`src/rtl/simon_playback_sequencer.sv`:
```
// Timed playback of the Simon pattern store: fetch each entry, show it on the
// LED bus for ON_CYCLES, blank it for OFF_CYCLES, then pulse done.
module simon_playback_sequencer #(
  parameter int WIDTH      = 4,
  parameter int ADDR_W     = 6,
  parameter int TIMER_W    = 24,
  parameter int ON_CYCLES  = 12500000,
  parameter int OFF_CYCLES = 2500000
) (
  input  logic              clk,
  input  logic              rst,
  input  logic              start,
  input  logic              abort,
  input  logic [ADDR_W:0]   len,
  output logic              rd_en,
  output logic [ADDR_W-1:0] rd_addr,
  input  logic [WIDTH-1:0]  rd_data,
  output logic [WIDTH-1:0]  led_out,
  output logic [ADDR_W-1:0] play_idx,
  output logic              busy,
  output logic              done
);

  typedef enum logic [2:0] {
    S_IDLE,
    S_FETCH,
    S_WAIT,
    S_SHOW,
    S_GAP,
    S_FINISH
  } state_t;

  localparam logic [TIMER_W-1:0] ON_LOAD  = TIMER_W'(ON_CYCLES - 1);
  localparam logic [TIMER_W-1:0] OFF_LOAD = TIMER_W'(OFF_CYCLES - 1);

  state_t              r_state;
  logic [TIMER_W-1:0]  r_timer;
  logic [ADDR_W:0]     r_len;
  logic [ADDR_W-1:0]   r_idx;
  logic [ADDR_W-1:0]   r_rd_addr;
  logic [WIDTH-1:0]    r_led;
  logic                r_rd_en;
  logic                r_busy;
  logic                r_done;

  logic [ADDR_W:0]     w_len_m1;
  logic                w_last;
  logic [ADDR_W-1:0]   w_idx_next;

  // Compare at ADDR_W+1 bits so len == 2^ADDR_W plays every address without wrap.
  assign w_len_m1   = r_len - {{ADDR_W{1'b0}}, 1'b1};
  assign w_last     = ({1'b0, r_idx} == w_len_m1);
  assign w_idx_next = r_idx + {{(ADDR_W-1){1'b0}}, 1'b1};

  always_ff @(posedge clk or negedge rst) begin
    if (!rst) begin
      r_state   <= S_IDLE;
      r_timer   <= '0;
      r_len     <= '0;
      r_idx     <= '0;
      r_rd_addr <= '0;
      r_led     <= '0;
      r_rd_en   <= 1'b0;
      r_busy    <= 1'b0;
      r_done    <= 1'b0;
    end else begin
      r_rd_en <= 1'b0;
      r_done  <= 1'b0;
      if (abort && (r_state != S_IDLE)) begin
        r_state <= S_IDLE;
        r_led   <= '0;
        r_busy  <= 1'b0;
      end else begin
        case (r_state)
          S_IDLE: begin
            if (start && !abort) begin
              r_len  <= len;
              r_busy <= 1'b1;
              if (len != '0) begin
                r_idx     <= '0;
                r_rd_addr <= '0;
                r_rd_en   <= 1'b1;
                r_state   <= S_FETCH;
              end else begin
                r_done  <= 1'b1;
                r_state <= S_FINISH;
              end
            end
          end
          S_FETCH: begin
            r_state <= S_WAIT;
          end
          S_WAIT: begin
            r_led   <= rd_data;
            r_timer <= ON_LOAD;
            r_state <= S_SHOW;
          end
          S_SHOW: begin
            if (r_timer != '0) begin
              r_timer <= r_timer - 1'b1;
            end else begin
              r_led   <= '0;
              r_timer <= OFF_LOAD;
              r_state <= S_GAP;
            end
          end
          S_GAP: begin
            if (r_timer != '0) begin
              r_timer <= r_timer - 1'b1;
            end else if (w_last) begin
              r_done  <= 1'b1;
              r_state <= S_FINISH;
            end else begin
              r_idx     <= w_idx_next;
              r_rd_addr <= w_idx_next;
              r_rd_en   <= 1'b1;
              r_state   <= S_FETCH;
            end
          end
          S_FINISH: begin
            r_busy  <= 1'b0;
            r_state <= S_IDLE;
          end
          default: begin
            r_state <= S_IDLE;
            r_led   <= '0;
            r_busy  <= 1'b0;
          end
        endcase
      end
    end
  end

  assign rd_en    = r_rd_en;
  assign rd_addr  = r_rd_addr;
  assign led_out  = r_led;
  assign play_idx = r_idx;
  assign busy     = r_busy;
  assign done     = r_done;

endmodule

```
`config.mk`:
```
export PLATFORM = sky130hd
export DESIGN_NAME = simon_playback_sequencer
export DESIGN_NICKNAME = d
export VERILOG_FILES = /design/src/rtl/simon_playback_sequencer.sv
export SDC_FILE = /design/constraint.sdc
export NUM_CORES = 1
export LEC_CHECK = 0
export ABC_AREA = 1
export CAP_MARGIN = 20
export CORE_ASPECT_RATIO = 1.1
export CORE_MARGIN = 2
export CORE_UTILIZATION = 40
export CTS_CLUSTER_DIAMETER = 60
export DETAILED_ROUTE_END_ITERATION = 8
export PLACE_DENSITY_LB_ADDON = 0.15
export REMOVE_ABC_BUFFERS = 1
export SYNTH_ARGS = -nofsm -noshare
export SYNTH_HDL_FRONTEND = slang
export SYNTH_SLANG_ARGS = --single-unit
```
`constraint.sdc`:
```
create_clock -name clk -period 1.9 [get_ports clk]
set_input_delay 0.38 -clock clk [delete_from_list [all_inputs] [get_ports clk]]
set_output_delay 0.38 -clock clk [all_outputs]
set_load 0.01 [all_outputs]
```
# --- Word-level counts from Yosys, hierarchy flattened ---
# Index checks and enable logic that the tools add are counted.
totals:
  ff_bits: 47
  input_bits: 15
  output_inout_bits: 19
  wordCells: 78
op_classes:
  add_sub_neg: 3
  eq_ne: 16
  muxes: 33
  n_bitwise: 1
  reduce_logical: 17
ops:
  columns: ["operator", "count"]
  rows:
  - ["$pmux W24 S3", 1]
  - ["$mux W24", 2]
  - ["$mux W6", 4]
  - ["$reduce_bool A24 Y1", 1]
  - ["$sub A24 B1 Y24 const B", 1]
  - ["$mux W3", 6]
  - ["$pmux W3 S5", 1]
  - ["$mux W1", 12]
  - ["$pmux W4 S3", 1]
  - ["$pmux W6 S2", 1]
  - ["$ne A2 B2 Y1 const B", 5]
  - ["$ne A3 B3 Y1 const B", 3]
  - ["$reduce_and A3 Y1", 3]
  - ["$mux W4", 2]
  - ["$reduce_or A4 Y1", 2]
  - ["$eq A6 B7 Y1", 1]
  - ["$reduce_bool A7 Y1", 1]
  - ["$sub A7 B1 Y7 const B", 1]
  - ["$add A6 B1 Y6 const B", 1]
  - ["$eq A3 B2 Y1 const B", 2]
  - ["$eq A3 B3 Y1 const B", 2]
  - ["$pmux W1 S2", 3]
  - ["$reduce_and A6 Y1", 1]
  - ["$reduce_bool A3 Y1", 2]
  - ["8 further kinds", 11]

# --- Logic depth before layout (Yosys ltp) ---
depth:
  depth_word: 6
  ltp_mapped: 13
  depth_no_buf: 13

# --- Worst setup path before layout ---
# No wires, ideal clock.
synth_timing:
  kind: "register to register"
  startpoint: "register r_timer[0]"
  endpoint: "register r_timer[3]"
  setup_time_ps: 128
  arrival_ps: 1513
  t_required_ps: 1772
  path_slack_ps: 259
  stages_incl_launch_ff: 11
  n_path_buf: 1
  period_less_slack_ps: 1641
  cell_sequence: "dfrtp_1 > inv_1 > ha_1 > nand2_1 > nor2_4 > nand3_4 > nor2_2 > nor2_2 > buf_2 > nand3b_1 > nand3_1"
synth_between:
  elab_chain_len: 3
  word_cells_on_any_way: 7
  classes_between: "add/sub: 1; eq/ne: 1; mux: 3; reduce/logical: 2"
synth_rtl:
  columns: ["element", "line_no", "rtl"]
  rows:
  - ["from (decl)", "37", "logic [TIMER_W-1:0] r_timer;"]
  - ["from (signal assigned)", "100", "r_timer <= r_timer - 1'b1;"]
  - ["from (signal assigned)", "109", "r_timer <= r_timer - 1'b1;"]
  - ["$sub A24 B1 Y24 / $reduce_bool A24 Y1 (equally long branches)", null, null]
  - ["$mux W24, or another cell as far along", "108", "if (r_timer != '0) begin"]
  - ["$pmux W24 S3 / $reduce_and A3 Y1 (equally long branches)", null, null]
# Several ways; a longest one is shown, not always the timed one. The select of a mux whose other input is x is not followed.
# A chain may end at the register's enable or synchronous reset.

==> results list <==
- Via count: 2884
- Static leakage: 0.00173 uW
- Max VDD drop: 656 uV
- The final-report hold violation count was 0.
- Once detail routing completed, the nets flagged for antenna violations numbered 0.
- Cell area reported after detailed placement: 3570 um2
* Crit-path slowest cell: sky130_fd_sc_hd__clkdlybuf4s50_1
* Final setup violating endpoints: 0
* WHS: 13.1 ps
- Worst endpoint required time: 1520 ps
- The startpoint identified for the worst register-to-register timing path is r_timer[14]$_DFFE_PN0P_.
- For met3 alone, demand over resource in global routing was 3.72%.
- CTS saw 47 sinks.
* Count of maximum capacitance violations: 0
- Final weighted congestion in routability-driven placement: 0.857
- Maximum buffer depth of the clock tree: 2
* Sequential area share after synthesis: 38.6%
- GRT met2 Usage: 35.4%
- After Yosys synthesis, and, or, nand and nor cells account for 40.7% of the synthesized area.
- Critical Path Source Type: flop
* Area fraction in compound gates after synthesis: 7.10%
* Flops & latches, synth: 47
- After routing the design area is 3710 um2.
- Counting every instance in the synthesized netlist gives 442.
* M1 GR Usage: 22.9%
- The final layout contains 511 nets.
- Share of post-route cells with drive strength above 1: 12.4%
- The number of antenna diodes in the final layout is 0.
- Core area: 7430 um2
* Data arrival time of the critical path: 1430 ps
- Slew HR: 68.5%
* Crit path buffers/inverters: 1
- Post-route DRC: 0
* Routed len/inst: 12.9 um
- In the post-route analysis, the smallest setup slack over all paths is 93.1 ps.
* Result of the run: finished clean
- Largest family of logic cells by synthesized area: simple AND/OR/NAND/NOR gates
- The average instance in the mapped netlist occupies 6.89 um2.
- Clock latency on the worst-skew pair, taken at its later pin, is 310 ps.
- Number of rows created at floorplan: 33
- Input and output buffers added on the ports amount to 33.
- Before antenna repair, the detailed router went through 4 iterations.
- For the final database, setup skew stands at 10.4 ps.
- After Yosys synthesis, full adders, half adders and majority gates account for 1.23% of the synthesized area.
- Synthesized cell area: 3050 um2
- Derived from the worst setup path, the maximum achievable clock frequency is 0.553 GHz.
- Cell Pwr Density: 1100 nW/um2
* Total grt overflow: 0
- The die is 95.5 um tall.
* Antenna violations before repair: 0
- Area enclosed by the die boundary: 8330 um2
- Ports: 34
- The first global-routing pass estimated 12.7 mm of wire.
* Cells along the critical path: clkdlybuf4s50_1
- Wires add up to 7.50 mm.
- Area Overhead vs Synth: 21.8%
- The smallest clock period supported by the final layout is computed as 1810 ps.
- The tightest min-delay check is of the input port to asynchronous set/reset pin type.
* Number of global-route vias before repair: 2735
- Timing analysis after detailed placement gives a worst setup slack of -13.5 ps.
- Maximum number of pins on one net before global-route repair: 30
- The largest single stage delay on the critical path is 600 ps.
- Once placement completed, the tool counted placed cells totaling 571.
- For this run, the number of standard cells in the final layout without fillers is 580.
* Total number of yosys warnings: 0
- The portion of synthesized area spent on multiplexers is 0%.
* Post-synthesis share of cell area spent on xor and xnor gates: 3.16%
- Measured along the x axis, the die boundary spans 87.2 um.
- The most critical setup path has its startpoint at rd_addr[5]$_DFFE_PN0P_.
- Total routing resource utilization after global routing: 19.6%
- TritonCTS built the clock tree.
- R2R setup slack: 110 ps
- Crit path max fanout: 6
- Family with the most delay on the worst path: buffers and inverters
* Number of DRC markers after the initial detailed-route iteration: 139
* Slew at the pin closest to its max-slew limit: 472 ps
- Number of max-slew violations in the final report: 0
- Clock buffers created by TritonCTS: 5
- Maximum level of the CTS H-tree: 2
- The setup path with the least slack is of type flop to output port.
* Most used routing layer in global routing: met2
* Clock input transition at the sequential cells of the worst setup and hold paths: 90 ps
- The initial utilization of the core area, before any placement, comes to 41.0%.
* Part of the cycle the worst path needs: 95.1%
- Number of vias per cell after detailed routing: 4.97
- Count of distinct cell types in the synthesized netlist: 33
- Final HPWL from detailed placement: 5.78 mm
- Kind of capture point of the worst setup path: output port
- In this run the clock root is driven by a sky130_fd_sc_hd__clkbuf_8.
==> report_power, final <==
group	switching, uW	total, uW	internal (uW)
sequential	200	1440	1240
clock	347	633	286
combinational	1230	2020	787
total	1780	4080	2310
==> Yosys cell counts, drive strengths merged <==
cell | number | area (um2)
ha | 3 | 37.5
nor4 | 2 | 12.5
nand4 | 12 | 81.3
xor2 | 8 | 70.1
o21ai | 26 | 138
nor2 | 73 | 312
xnor2 | 3 | 26.3
a21oi | 5 | 25.0
nand2 | 145 | 567
nand3b | 4 | 30.0
buf | 10 | 77.6
o21a | 1 | 7.51
nand3 | 37 | 208
o2111ai | 1 | 8.76
clkbuf | 1 | 3.75
dfrtp | 47 | 1180
inv | 53 | 199
o211ai | 2 | 15.0
nor3 | 6 | 30.0
a22oi | 2 | 15.0
o21bai | 1 | 7.51
==> cells by family (layout without fill, tap and decap cells) <==
kind of cell,Yosys count,count (layout)
xor gates and xnor gates,11,11
and+or+nand+nor,279,279
AOI/OAI and AO/OA,38,38
adders and majority gates,3,3
buffers and inverters,64,115
DFF,47,47
==> metrics by stage <==
step / total power [uW] / util, % / TNS (ps)
final: 4080 / 49.9 / 0
after global routing: 4470 / 49.9 / -52.7
after CTS: 4070 / 49.3 / 0
after detailed placement: 3430 / 48.1 / -21.8
after global placement: 3400 / 48.1 / 0
after floorplan: 2640 / - / -46.4
==> layout by cell type (no fill, tap or decap), drive strengths merged, types with 2 or more instances in the layout <==
cell / netlist / layout
dfrtp: 47 / 47
o21ai: 26 / 26
nand3b: 4 / 4
nor4: 2 / 2
nand3: 37 / 37
nor3: 6 / 6
xor2: 8 / 8
nand4: 12 / 12
clkdlybuf4s50: 0 / 32
clkbuf: 1 / 6
a21oi: 5 / 5
nand2: 145 / 145
nor2: 73 / 73
inv: 53 / 53
buf: 10 / 23
o211ai: 2 / 2
ha: 3 / 3
xnor2: 3 / 3
a22oi: 2 / 2
==> state kept, by name (all words and copies together), names as in the netlist <==
| name | flops |
|---|---|
| r_timer | 24 |
| r_len | 7 |
| rd_addr | 6 |
| led_out | 4 |
| r_state | 3 |
| busy | 1 |
| done | 1 |
| rd_en | 1 |
==> routing by layer <==
layer,wire (um),vias up
li1,-,1501
met4,134,0
met2,3850,50
met3,217,10
met1,3300,1323
met5,0,-
==> path summary, 6_finish.rpt <==
kind | end | cells after the start
min in group clk | led_out[3]$_DFFE_PN0P_ | 2
max | play_idx[5] | 1
min reg2reg | led_out[3]$_DFFE_PN0P_ | 2
max in group asynchronous | rd_en$_DFF_PN0_ | 2
max reg2reg | r_timer[7]$_DFFE_PN0P_ | 8
min | r_timer[11]$_DFFE_PN0P_ | 1
==> area by class of cell <==
cell class,count,area [um2]
Tap cell,87,109
Clock inverter,1,5.00
Inverter,53,199
Sequential cell,47,1180
Clock buffer,6,82.6
Timing Repair Buffer,55,515
Fill cell,767,3720
Multi-Input combinational cell,331,1630
==> repair_timing <==
| action | 4_1_cts | 5_1_grt |
|---|---|---|
| setup buffers | 0 | 2 |
| resized for setup | 0 | 11 |
| endpoints found under the hold margin | 0 | 0 |
| hold buffers | 0 | 0 |
| endpoints found under the setup margin | 0 | 30 |
Note: power is estimated with default switching activity, not from simulation.
